**config.mk**
```make
export PLATFORM = sky130hd
export DESIGN_NAME = pipe_ctrl
export DESIGN_NICKNAME = d
export VERILOG_FILES = /design/src/rtl/pipe_ctrl_pkg.sv /design/src/rtl/pipe_ctrl_sat_counter.sv /design/src/rtl/pipe_ctrl.sv
export SDC_FILE = /design/constraint.sdc
export NUM_CORES = 1
export LEC_CHECK = 0
export CAP_MARGIN = 40
export CORE_MARGIN = 4
export CORE_UTILIZATION = 45
export DETAILED_ROUTE_END_ITERATION = 12
export PLACE_DENSITY = 0.75
export SYNTH_ARGS = -nofsm -noshare
export SYNTH_HDL_FRONTEND = slang
export SYNTH_SLANG_ARGS = --single-unit
```
**constraint.sdc**
```tcl
create_clock -name clk -period 4.3 [get_ports clk]
set_input_delay 0.43 -clock clk [delete_from_list [all_inputs] [get_ports clk]]
set_output_delay 0.43 -clock clk [all_outputs]
set_load 0.01 [all_outputs]
```
**src/rtl/pipe_ctrl_pkg.sv**
```systemverilog
// Shared pipeline defines: datapath select codes, pipeline-control FSM encoding,
// control-word layout and the memory-wait limit.
package pipe_ctrl_pkg;

    // Next-PC source select
    localparam logic [1:0] NPC_PC4  = 2'd0;
    localparam logic [1:0] NPC_BR   = 2'd1;
    localparam logic [1:0] NPC_JMP  = 2'd2;
    localparam logic [1:0] NPC_JR   = 2'd3;

    // ALU operand-B select
    localparam logic       ALUB_RS2 = 1'b0;
    localparam logic       ALUB_IMM = 1'b1;

    // Write-back source select
    localparam logic [1:0] WB_ALU   = 2'd0;
    localparam logic [1:0] WB_MEM   = 2'd1;
    localparam logic [1:0] WB_PC4   = 2'd2;
    localparam logic [1:0] WB_IMM   = 2'd3;

    // DRAM access size
    localparam logic [1:0] DRAM_BYTE = 2'd0;
    localparam logic [1:0] DRAM_HALF = 2'd1;
    localparam logic [1:0] DRAM_WORD = 2'd2;

    localparam int unsigned WAIT_MAX_DEF = 255;

    typedef enum logic [1:0] {
        ST_IDLE     = 2'd0,
        ST_RUN      = 2'd1,
        ST_MEM_WAIT = 2'd2,
        ST_ERR      = 2'd3
    } pipe_state_e;

    typedef struct packed {
        logic pc_en;
        logic ifid_en;
        logic idex_en;
        logic exmem_en;
        logic memwb_en;
        logic ifid_flush;
        logic idex_flush;
    } pipe_ctrl_t;

    localparam pipe_ctrl_t CTRL_HOLD = 7'b000_0000;

    // Wait counter is never narrower than 8 bits.
    function automatic int unsigned wait_cnt_width(input int unsigned wmax);
        int unsigned w;
        w = $clog2(wmax + 1);
        return (w < 8) ? 8 : w;
    endfunction

    // Control word for a pipeline that is free to move; stall beats flush.
    function automatic pipe_ctrl_t run_ctrl(input logic stop, input logic flush);
        pipe_ctrl_t c;
        if (stop) begin
            c = 7'b001_1101;
        end else if (flush) begin
            c = 7'b111_1111;
        end else begin
            c = 7'b111_1100;
        end
        return c;
    endfunction

endpackage

```
**src/rtl/pipe_ctrl_sat_counter.sv**
```systemverilog
// Width-parameterised up-counter that sticks at all-ones instead of wrapping.
module sat_counter #(
    parameter int unsigned WIDTH = 16
) (
    input  logic             clk,
    input  logic             rst_n,
    input  logic             inc,
    output logic [WIDTH-1:0] cnt
);

    localparam logic [WIDTH-1:0] CNT_ONE = {{(WIDTH-1){1'b0}}, 1'b1};
    localparam logic [WIDTH-1:0] CNT_MAX = {WIDTH{1'b1}};

    logic [WIDTH-1:0] cnt_q;
    logic [WIDTH-1:0] cnt_d;

    // Next count: step when requested unless already saturated
    always_comb begin
        cnt_d = cnt_q;
        if (inc && (cnt_q != CNT_MAX)) begin
            cnt_d = cnt_q + CNT_ONE;
        end else begin
            cnt_d = cnt_q;
        end
    end

    // Count register
    always_ff @(posedge clk or negedge rst_n) begin
        if (!rst_n) begin
            cnt_q <= {WIDTH{1'b0}};
        end else begin
            cnt_q <= cnt_d;
        end
    end

    assign cnt = cnt_q;

endmodule

```
**src/rtl/pipe_ctrl.sv**
```systemverilog
// Five-stage pipeline controller: stall/flush enables, DRAM wait handling with
// timeout, per-stage valid tracking and a stall-cycle statistic.
module pipe_ctrl
    import pipe_ctrl_pkg::*;
#(
    parameter int unsigned WAIT_MAX = WAIT_MAX_DEF
) (
    input  logic        clk,
    input  logic        rst_n,
    input  logic        stop_req,
    input  logic        flush_req,
    input  logic        mem_req,
    input  logic        mem_ack,
    output logic        pc_en,
    output logic        ifid_en,
    output logic        idex_en,
    output logic        exmem_en,
    output logic        memwb_en,
    output logic        ifid_flush,
    output logic        idex_flush,
    output logic [3:0]  stage_vld,
    output logic [15:0] stall_cnt,
    output logic        mem_err
);

    localparam int unsigned      WCW      = wait_cnt_width(WAIT_MAX);
    localparam logic [WCW-1:0]   WAIT_LIM = WCW'(WAIT_MAX);
    localparam logic [WCW-1:0]   WAIT_ONE = {{(WCW-1){1'b0}}, 1'b1};

    pipe_state_e    state_q, state_d;
    logic [WCW-1:0] wait_cnt_q, wait_cnt_d;
    logic [3:0]     stage_vld_q, stage_vld_d;
    logic           mem_err_q, mem_err_d;
    pipe_ctrl_t     ctrl_s;
    logic           stall_inc_s;

    // FSM next state, wait counter and Mealy control word
    always_comb begin
        ctrl_s     = CTRL_HOLD;
        state_d    = state_q;
        wait_cnt_d = wait_cnt_q;
        mem_err_d  = mem_err_q;
        case (state_q)
            ST_IDLE: begin
                state_d = ST_RUN;
            end
            ST_RUN: begin
                if (mem_req && !mem_ack) begin
                    state_d    = ST_MEM_WAIT;
                    wait_cnt_d = {WCW{1'b0}};
                end else begin
                    ctrl_s = run_ctrl(stop_req, flush_req);
                end
            end
            ST_MEM_WAIT: begin
                if (mem_ack) begin
                    ctrl_s  = run_ctrl(stop_req, flush_req);
                    state_d = ST_RUN;
                end else if (wait_cnt_q == WAIT_LIM) begin
                    state_d   = ST_ERR;
                    mem_err_d = 1'b1;
                end else begin
                    wait_cnt_d = wait_cnt_q + WAIT_ONE;
                end
            end
            ST_ERR: begin
                mem_err_d = 1'b1;
            end
            default: begin
                state_d = ST_IDLE;
            end
        endcase
    end

    // Valid bits follow their stage register: flush clears, enable loads, else hold
    always_comb begin
        stage_vld_d = stage_vld_q;
        if (ctrl_s.ifid_flush) begin
            stage_vld_d[0] = 1'b0;
        end else if (ctrl_s.ifid_en) begin
            stage_vld_d[0] = 1'b1;
        end else begin
            stage_vld_d[0] = stage_vld_q[0];
        end
        if (ctrl_s.idex_flush) begin
            stage_vld_d[1] = 1'b0;
        end else if (ctrl_s.idex_en) begin
            stage_vld_d[1] = stage_vld_q[0];
        end else begin
            stage_vld_d[1] = stage_vld_q[1];
        end
        if (ctrl_s.exmem_en) begin
            stage_vld_d[2] = stage_vld_q[1];
        end else begin
            stage_vld_d[2] = stage_vld_q[2];
        end
        if (ctrl_s.memwb_en) begin
            stage_vld_d[3] = stage_vld_q[2];
        end else begin
            stage_vld_d[3] = stage_vld_q[3];
        end
    end

    // State, wait counter, valid bits and sticky error flag
    always_ff @(posedge clk or negedge rst_n) begin
        if (!rst_n) begin
            state_q     <= ST_IDLE;
            wait_cnt_q  <= {WCW{1'b0}};
            stage_vld_q <= 4'b0000;
            mem_err_q   <= 1'b0;
        end else begin
            state_q     <= state_d;
            wait_cnt_q  <= wait_cnt_d;
            stage_vld_q <= stage_vld_d;
            mem_err_q   <= mem_err_d;
        end
    end

    // ERR and IDLE freeze the PC too, but are not counted as pipeline stalls.
    assign stall_inc_s = ((state_q == ST_RUN) || (state_q == ST_MEM_WAIT)) && !ctrl_s.pc_en;

    sat_counter #(
        .WIDTH (16)
    ) u_stall_cnt (
        .clk   (clk),
        .rst_n (rst_n),
        .inc   (stall_inc_s),
        .cnt   (stall_cnt)
    );

    assign pc_en      = ctrl_s.pc_en;
    assign ifid_en    = ctrl_s.ifid_en;
    assign idex_en    = ctrl_s.idex_en;
    assign exmem_en   = ctrl_s.exmem_en;
    assign memwb_en   = ctrl_s.memwb_en;
    assign ifid_flush = ctrl_s.ifid_flush;
    assign idex_flush = ctrl_s.idex_flush;
    assign stage_vld  = stage_vld_q;
    assign mem_err    = mem_err_q;

endmodule

```
After elaboration in Yosys (flattened, before gate mapping)
Cells that the tools add are included.
{"block": "word_totals", "regBits": 31, "latchBits": 0, "ram_bits": 0, "rom_bits": 0, "in_bits": 6, "mem_count": 0}
{"block": "op_classes", "n_addsub": 2, "multipliers": 0, "div": 0, "order_cmp": 0, "n_eq_ne": 10, "shifts": 0, "muxes": 20, "bitwise_logic": 0, "reduce_logical": 15}
{"op": "$mux W8", "n": 3}
{"op": "$mux W7", "n": 3}
{"op": "$add A16 B1 Y16 const B", "n": 1}
{"op": "$ne A16 B16 Y1 const B", "n": 1}
{"op": "$pmux W8 S2", "n": 1}
{"op": "$pmux W7 S2", "n": 1}
{"op": "$add A8 B1 Y8 const B", "n": 1}
{"op": "$eq A8 B8 Y1 const B", "n": 1}
{"op": "$mux W2", "n": 4}
{"op": "$ne A2 B2 Y1 const B", "n": 4}
{"op": "$reduce_bool A2 Y1", "n": 4}
{"op": "$mux W1", "n": 6}
{"op": "$pmux W2 S3", "n": 1}
{"op": "$reduce_and A3 Y1", "n": 2}
{"op": "$eq A2 B2 Y1 const B", "n": 2}
{"op": "$reduce_and A4 Y1", "n": 1}
{"op": "$logic_and A1 B1 Y1", "n": 3}
{"op": "$ne A3 B3 Y1 const B", "n": 1}
{"op": "$reduce_bool A3 Y1", "n": 1}
{"op": "$eq A2 B1 Y1 const B", "n": 1}
{"op": "$logic_not A1 Y1", "n": 2}
{"op": "$logic_not A2 Y1", "n": 1}
{"op": "$pmux W1 S2", "n": 1}
{"op": "$logic_or A1 B1 Y1", "n": 1}

Depth between registers and ports, before layout
Gate-level depths: netlist of run 1.
{"block": "depth", "word_depth": 7, "ltp_mapped": 8, "ltp_nobuf": 6}

Hierarchy
From an unflattened synthesis of run 1, not the netlist that was laid out.
{"block": "unflattened", "cells_unflattened": 169, "area_unflattened_um2": 1790.5}
{"module": "pipe_ctrl", "instances": 1, "cells_each": 97, "area_per_inst_um2": 930.9, "seq_area_each_um2": 375.4}
{"module": "sat_counter", "instances": 1, "cells_each": 72, "area_per_inst_um2": 859.6, "seq_area_each_um2": 400.4}

Least setup slack after synthesis of run 1
Ideal clock, no wire load.
{"block": "synth_timing", "kind": "reg2reg", "from": "register state_q[0]", "to": "register u_stall_cnt.cnt_q[1], in the netlist u_stall_cnt.cnt[1]", "arrival_time_ns": 1.893, "setup_slack_ns": 2.283, "path_stages_with_launch": 8, "n_path_buf": 1, "cell_sequence": "dfrtp_1 > inv_1 > ha_1 > buf_2 > and3b_1 > a311o_2 > a21oi_1 > mux2_2"}
{"block": "synth_via", "elab_chain_len": 5, "word_cells_on_any_way": 7}
{"element": "from (decl)", "line_no": "pipe_ctrl.sv:30", "rtl": "pipe_state_e state_q, state_d;"}
{"element": "from (signal assigned)", "line_no": "pipe_ctrl.sv:112", "rtl": "state_q <= state_d;"}
{"element": "$eq A2 B2 Y1 or $eq A2 B1 Y1 (tied branches)", "line_no": "pipe_ctrl.sv:43, pipe_ctrl.sv:120"}
{"element": "$pmux W7 S2", "line_no": "pipe_ctrl.sv:43", "rtl": "case (state_q)"}
{"element": "$logic_not A1 Y1", "line_no": "pipe_ctrl.sv:120", "rtl": "assign stall_inc_s = ((state_q == ST_RUN) || (state_q == ST_MEM_WAIT)) && !ctrl_s.pc_en;"}
{"element": "$logic_and A1 B1 Y1 (*)", "line_no": "pipe_ctrl.sv:120"}
{"element": "$logic_and A1 B1 Y1 (*)", "line_no": "pipe_ctrl_sat_counter.sv:20", "rtl": "if (inc && (cnt_q != CNT_MAX)) begin"}
{"element": "to (signal assigned)", "line_no": "pipe_ctrl_sat_counter.sv:30", "rtl": "cnt_q <= {WIDTH{1'b0}};"}
{"element": "to (signal assigned)", "line_no": "pipe_ctrl_sat_counter.sv:32", "rtl": "cnt_q <= cnt_d;"}
{"element": "to (decl)", "line_no": "pipe_ctrl_sat_counter.sv:14", "rtl": "logic [WIDTH-1:0] cnt_q;"}
Every way passes the cells marked *; elsewhere a longest branch is shown, timed or not.
A chain may end at the register's enable or synchronous reset.

Worst setup path in the final report of run 1
{"block": "layout_timing", "from": "input mem_ack", "to": "output ifid_flush"}
{"block": "layout_via", "elab_chain_len": 4, "word_cells_on_any_way": 5}
{"element": "from (decl)", "line_no": "pipe_ctrl.sv:13", "rtl": "input logic mem_ack,"}
{"element": "$logic_not A1 Y1", "line_no": "pipe_ctrl.sv:48", "rtl": "if (mem_req && !mem_ack) begin"}
{"element": "$logic_and A1 B1 Y1", "line_no": "pipe_ctrl.sv:48"}
{"element": "$mux W7", "line_no": "pipe_ctrl.sv:48"}
{"element": "$pmux W7 S2 (*)", "line_no": "pipe_ctrl.sv:43"}
{"element": "to (decl)", "line_no": "pipe_ctrl.sv:19", "rtl": "output logic ifid_flush,"}
Marks and branches as above.

==> results of run 1 <==
-- how the worst max path moves through the flow --
stage               startpoint  cells after the start  slack [ps]            endpoint
CTS                    mem_ack                      5        1560          ifid_flush
global placement       mem_ack                      5        1670          ifid_flush
finish                 mem_ack                      5        1570          ifid_flush
detailed placement     mem_ack                      5        1590          ifid_flush
global route           mem_ack                      5        1380          ifid_flush
floorplan           state_q[0]                      7        2280  u_stall_cnt.cnt[1]
-- power breakdown --
part / total, uW / internal [uW] / switching [uW]
Sequential: 516 / 394 / 122
Clock: 299 / 187 / 111
Combinational: 804 / 385 / 420
Total: 1620 / 966 / 652
-- cell usage after synthesis, drive strengths merged (4+ instances only) --
cell / n
nor2: 6
dfrtp: 31
inv: 6
nand4: 5
a211oi: 5
o31ai: 6
nand2: 11
ha: 7
mux2: 4
xor2: 15
a21oi: 4
o21ai: 8
and4: 4
a2111oi: 6
nand3: 5
buf: 9
-- final cells by class --
type	count	share of cell area
sequential	31	0.337
clock buffer	6	0.0359
timing repair buffer	34	0.147
tap	50	0.0272
inverter	6	0.00978
clock inverter	2	0.0152
multi-input combinational	122	0.429
-- worst reg2reg max path: cells and delay by family, from the launching register on --
family / cells / cell delay, ps
buffers and inverters: 1 / 100
adders and majority gates: 1 / 310
DFF: 1 / 410
and+or+nand+nor: 1 / 220
AOI/OAI and AO/OA: 2 / 840
muxes: 1 / 370
-- kinds of logic (layout without fill, tap and decap cells) --
kind of cell    Yosys count  in the layout  share of synthesized area
xor+xnor                 15             15                     0.0709
fa+ha+maj                 7              7                     0.0472
simple gates             53             53                      0.187
flops                    31             31                      0.418
buf+inv                  16             48                     0.0493
compound gates           41             41                      0.192
mux                       6              6                     0.0351
-- stage by stage --
step / setup slack (ps) / utilization / power, uW
after global routing: 1380 / 0.576 / 1730
after floorplan: 2280 / - / 1030
after CTS: 1560 / 0.576 / 1630
final: 1570 / 0.576 / 1620
after global placement: 1670 / 0.546 / 1300
after detailed placement: 1590 / 0.546 / 1330
-- flip-flops by register name, indices dropped and copies added, names as in the netlist --
signal / cells
wait_cnt_q: 8
state_q: 2
u_stall_cnt.cnt: 16
stage_vld: 4
mem_err: 1
-- layer usage --
metal,up-vias,part of all wire,global-route usage
li1,690,-,-
met1,743,0.42,0.207
met2,51,0.51,0.285
met3,17,0.048,0.0443
met4,0,0.029,0.0814
met5,-,0,0
-- cells in the final DEF, fill, tap and decap left out, types with 2 or more instances in the layout --
master and instances:
sky130_fd_sc_hd__dfrtp_1 31, sky130_fd_sc_hd__nor3_1 3, sky130_fd_sc_hd__mux2i_1 2, sky130_fd_sc_hd__xor2_1 15, sky130_fd_sc_hd__nand4_1 5, sky130_fd_sc_hd__a31oi_1 2
sky130_fd_sc_hd__a2111oi_4 2, sky130_fd_sc_hd__inv_1 6, sky130_fd_sc_hd__o21ai_0 7, sky130_fd_sc_hd__a21oi_1 4, sky130_fd_sc_hd__mux2_2 4, sky130_fd_sc_hd__and2_1 3
sky130_fd_sc_hd__and3_1 2, sky130_fd_sc_hd__nand2b_1 3, sky130_fd_sc_hd__a2111oi_2 4, sky130_fd_sc_hd__a211oi_1 5, sky130_fd_sc_hd__clkbuf_8 6, sky130_fd_sc_hd__nand2_1 11
sky130_fd_sc_hd__ha_1 7, sky130_fd_sc_hd__nor4_4 2, sky130_fd_sc_hd__nor2_1 6, sky130_fd_sc_hd__o31ai_1 6, sky130_fd_sc_hd__nand3_1 5, sky130_fd_sc_hd__and4_1 3
sky130_fd_sc_hd__clkdlybuf4s50_1 33, sky130_fd_sc_hd__a21o_1 2, sky130_fd_sc_hd__or3_1 2
==> flow_summary_export.csv, run 1 <==
group,metric,value,unit
worst_setup_path,r2r_end,"u_stall_cnt.cnt[1]",
die,placeable_core_region,4000,sq um
cells_and_area,multi_input_area,987,sq um
worst_setup_path,worst-endpoint-required,3870,ps
cells_and_area,antenna-diode-count,0,
logic_synthesis,netlist_top_cells_area,"sky130_fd_sc_hd__dfrtp_1, sky130_fd_sc_hd__xor2_1, sky130_fd_sc_hd__ha_1",
logic_synthesis,synthDominantCellAreaShare,0.418,
worst_setup_path,worst-r2r-setup-slack,1950,ps
worst_setup_path,crit_fanout,6,
sta,worst_clock_skew,6.62,ps
worst_setup_path,critical_path.cell_chain,"clkdlybuf4s50_1 -> nand2b_1 -> a21boi_0 -> nor4b_1 -> clkdlybuf4s50_1",
cts,path_clk_slew,70,ps
worst_setup_path,critPathKind,"in -> out",
placed_design,port-buffer-count,33,
cells_and_area,stdcell_count,251,
power_and_ir_drop,power_leakage,0.000914,uW
worst_setup_path,worst_r2r_path_depth,6,
cells_and_area,fill_cells,331,
worst_setup_path,critical_path.n_buffers_inverters,2,
global_routing,antenna_found_initial,0,
detailed_routing,routed_via_density,5.98,
cts,cts_tree,"done",
worst_setup_path,slowest_stage,"sky130_fd_sc_hd__clkdlybuf4s50_1",
sta,max_slew_margin,0.411,
placed_design,hpwlAfterDp,2800,microns
cts,hold_buffers,0,
cts,cts_root_buffer,"sky130_fd_sc_hd__clkbuf_8",
logic_synthesis,post_synth_inst_count,169,
worst_setup_path,worstSetupEndpointType,"output port",
cells_and_area,share_of_layout_cells_above_drive_strength_1,0.129,
detailed_routing,initial_detailed_routing_violation_count,46,
detailed_routing,route.antenna.remaining_nets,0,
detailed_routing,wirelength,3990,microns
worst_setup_path,crit_path_max_incr_delay,620,ps
die,top_ports,34,
logic_synthesis,dominantRegCellSynth,"sky130_fd_sc_hd__dfrtp_1",
die,core.rowCount,23,
run_status,run_status,"completed",
sta,finalHoldViolCount,0,
placed_design,postPlaceCellArea,2190,sq um
sta,post_route_worst_hold_slack,489,ps
cts,tritoncts.num_buffers,5,
cts,cts-resized-gates,0,
detailed_routing,drtPass1Iterations,4,
sta,worstMarginPinSlew,883,ps
cells_and_area,layout.nets,213,
sta,fin_crit,2730,ps
die,initial_standard_cell_utilization_of_the_core,0.464,
global_routing,grt.overflow.total,0,
sta,fmax,366,MHz
cells_and_area,layout_overhead_on_the_synthesized_area,24.2,%
sta,slew_viol_final,0,
worst_setup_path,worstPathArrival,2300,ps
logic_synthesis,synth.cell_area,1850,sq um
global_routing,grt_use_total,0.172,
power_and_ir_drop,peakVddDrop,0.581,mV
detailed_routing,drc_errors,0,
logic_synthesis,synthDominantAreaCellType,"sky130_fd_sc_hd__dfrtp_1",
sta,finalSetupTns,0,ps
cells_and_area,fin_area,2300,sq um
global_routing,grt_start_max_net_pins,32,
sta,rsz_0062_raised_after_global_routing,"no",
sta,setup_viol,0,
cts,tritoncts_num_sinks,31,
logic_synthesis,synth_seq_cells,31,
detailed_routing,vias,1501,
min_path,worst_hold_startpoint,"u_stall_cnt.cnt[14]",
die,floorplan_die_height,72.2,microns
die,dieArea,5210,sq um
cts,htree_num_levels,2,
cells_and_area,register_area,776,sq um
logic_synthesis,avgSynthCellArea,11.0,sq um
worst_setup_path,cp_common_cell,"sky130_fd_sc_hd__clkdlybuf4s50_1",
logic_synthesis,async_reset_ff_frac,1.00,
worst_setup_path,timing.critical_path.max_delay_family,"buffers and inverters",
cts,cts_setup_buffers,0,
die,die_width,72.2,microns
placed_design,placed_cells_incl_taps,243,
logic_synthesis,ys_types,46,
detailed_routing,drt-wirelength-per-cell,15.9,microns
logic_synthesis,synth.yosys.warnings,0,
logic_synthesis,synth_seq_area_share,0.418,
worst_setup_path,startpoint_type,"input pin",
cts,cts_max_path_buffers,2,
global_routing,grt_pass1_wl,7120,microns
global_routing,grt_pass1_vias,1557,
min_path,hold-path-endpoint,"u_stall_cnt.cnt[14]",
placed_design,routabilityCongestion,0.804,
cts,clk_latency,290,ps
logic_synthesis,syn-num-nets,182,
job,timing.max_cap.violations,0,
sta,min_period_over_period,0.635,
min_path,worstHoldPathCells,1,
power_and_ir_drop,power_per_cell_area,703,nW/um^2
min_path,holdCritPathClass,"reg -> reg",
worst_setup_path,timing.rr.start,"state_q[0]",
logic_synthesis,synth-edff-count,0,
Note: power is estimated with default switching activity, not from simulation.
==> run 2, diff against run 1 <==
==> constraint.sdc (replaced) <==
create_clock -name clk -period 2.8 [get_ports clk]
set_input_delay 0.28 -clock clk [delete_from_list [all_inputs] [get_ports clk]]
set_output_delay 0.28 -clock clk [all_outputs]
set_load 0.01 [all_outputs]
==> run 2 against run 1 <==
Largest cell class unchanged. Critical endpoint unchanged. Clock-buffer cell count unchanged. Wire length shrank 3.3%. Critical path type is now reg -> out. Core utilization rose by 0.38 points. Non-clock buffer count rose by 2. Sequential power rose by 54%. Die area unchanged. Clock skew shrank 4.0 ps.
==> flow_summary_export.csv, run 2 (same netlist as run 1, synthesis figures left out) <==
group,metric,value,unit
cts,clk_latency,280,ps
power_and_ir_drop,power_per_cell_area,1080,nW/um^2
power_and_ir_drop,post-layout-total-power,2500,uW
cts,path_clk_slew,70,ps
detailed_routing,drtPass1Iterations,4,
power_and_ir_drop,power.net_switching,999,uW
detailed_routing,wirelength,3860,microns
worst_setup_path,crit_fanout,4,
die,floorplan_die_height,72.2,microns
global_routing,grt_start_max_net_pins,32,
cells_and_area,layout_overhead_on_the_synthesized_area,25.0,%
sta,post_route_worst_hold_slack,397,ps
worst_setup_path,worst-r2r-setup-slack,510,ps
worst_setup_path,critPathKind,"reg -> out",
cells_and_area,final_common_cell,"sky130_fd_sc_hd__clkdlybuf4s50_1",
power_and_ir_drop,p_int,1500,uW
detailed_routing,route.antenna.remaining_nets,0,
worst_setup_path,worst-endpoint-required,2520,ps
global_routing,grt_pass1_wl,6490,microns
cts,cts_max_path_buffers,2,
worst_setup_path,startpoint_type,"flip-flop",
sta,fmax,403,MHz
placed_design,hpwlAfterDp,2730,microns
placed_design,placed_cells_incl_taps,245,
cts,tritoncts.num_buffers,5,
cells_and_area,mostFrequentLayoutCells,"sky130_fd_sc_hd__clkdlybuf4s50_1, sky130_fd_sc_hd__dfrtp_1, sky130_fd_sc_hd__xor2_1",
detailed_routing,routed_via_density,5.79,
detailed_routing,vias,1465,
die,top_ports,34,
sta,finalSetupTns,0,ps
sta,finalHoldViolCount,0,
run_status,run_status,"completed",
power_and_ir_drop,clock_power_share,0.182,
sta,worstMarginPinSlew,656,ps
cts,cts_setup_buffers,0,
cells_and_area,share_of_layout_cells_above_drive_strength_1,0.138,
worst_setup_path,worstSetupEndpointType,"output port",
cts,cts-resized-gates,0,
power_and_ir_drop,power_leakage,0.000925,uW
cts,htree_num_levels,2,
power_and_ir_drop,power.switching_fraction,0.399,
placed_design,routabilityCongestion,0.783,
cts,tritoncts_num_sinks,31,
cts,hold_buffers,0,
placed_design,place_ws,432,ps
die,core.rowCount,23,
cells_and_area,stdcell_count,253,
die,initial_standard_cell_utilization_of_the_core,0.464,
global_routing,grt.overflow.total,0,
die,placeable_core_region,4000,sq um
sta,layout_setup_ws,318,ps
job,timing.max_cap.violations,0,
worst_setup_path,worstPathArrival,2200,ps
sta,setup_viol,0,
sta,slew_viol_final,0,
sta,min_period_over_period,0.887,
cells_and_area,largest_register_ffs,16,
detailed_routing,initial_detailed_routing_violation_count,71,
die,die_width,72.2,microns
die,dieArea,5210,sq um
worst_setup_path,timing.rr.start,"state_q[0]",
cells_and_area,layout.nets,215,
cts,cts_tree,"done",
cts,cts_root_buffer,"sky130_fd_sc_hd__clkbuf_8",
global_routing,grt_use_total,0.155,
power_and_ir_drop,peakVddDrop,0.672,mV
detailed_routing,drc_errors,0,
global_routing,antenna_found_initial,0,
min_path,holdCritPathClass,"in -> async",
global_routing,grt_pass1_vias,1441,
sta,worst_clock_skew,2.64,ps
power_and_ir_drop,comb_power_share,0.501,
detailed_routing,drt-wirelength-per-cell,15.2,microns
cells_and_area,antenna-diode-count,0,
power_and_ir_drop,share_seq_of_total_power,0.317,
sta,rsz_0062_raised_after_global_routing,"no",
worst_setup_path,r2r_end,"u_stall_cnt.cnt[1]",
placed_design,port-buffer-count,33,
worst_setup_path,worst_r2r_path_depth,6,
sta,fin_crit,2480,ps
sta,max_slew_margin,0.561,
==> run 2: cell types whose count changed in the layout (fill, tap and decap cells not counted) <==
cell | before | now
sky130_fd_sc_hd__buf_4 | 1 | 3
==> run 2: worst max-delay path: stages (launching register included) <==
cell	delay, ps
sky130_fd_sc_hd__dfrtp_1	410
sky130_fd_sc_hd__inv_1	110
sky130_fd_sc_hd__ha_1	220
sky130_fd_sc_hd__nand2_1	90
sky130_fd_sc_hd__a21boi_0	150
sky130_fd_sc_hd__nor4b_1	320
sky130_fd_sc_hd__clkdlybuf4s50_1	610
==> run 2: per-layer routing <==
layer	track usage	up-vias	share of wire
met5	0	-	0
met4	0.0647	0	0.020
met3	0.0360	7	0.037
met2	0.255	39	0.49
met1	0.196	715	0.46
li1	-	704	-
==> run 2: final cells by class <==
| class | count | area, sq um |
|---|---|---|
| inverters | 6 | 22.5 |
| flip-flops and latches | 31 | 776 |
| multi-input cells | 122 | 987 |
| fillers | 319 | 1680 |
| well taps | 50 | 62.6 |
| repair buffers | 36 | 353 |
| clock buffers | 6 | 82.6 |
| clock inverters | 2 | 35.0 |
==> run 2: metrics by stage <==
step,util,cell area (sq um)
after global routing,0.580,2320
final,0.580,2320
after CTS,0.580,2320
after floorplan,-,1850
after detailed placement,0.550,2200
after global placement,0.550,2200
==> run 2: power groups by stage <==
stage,logic (uW),clock network [uW],registers (uW)
2_1_floorplan,752,0,825
3_5_place_dp,1250,0,797
3_3_place_gp,1220,0,786
6_report,1250,454,793
4_1_cts,1260,464,791
5_1_grt,1360,482,822
==> run 2: how the worst max path moves through the flow <==
stage | startpoint | to | cells after the start
detailed placement | mem_ack | ifid_flush | 5
CTS | state_q[0] | ifid_en | 5
floorplan | state_q[0] | u_stall_cnt.cnt[1] | 7
global route | state_q[0] | ifid_en | 5
global placement | mem_ack | ifid_flush | 5
finish | state_q[0] | ifid_flush | 6
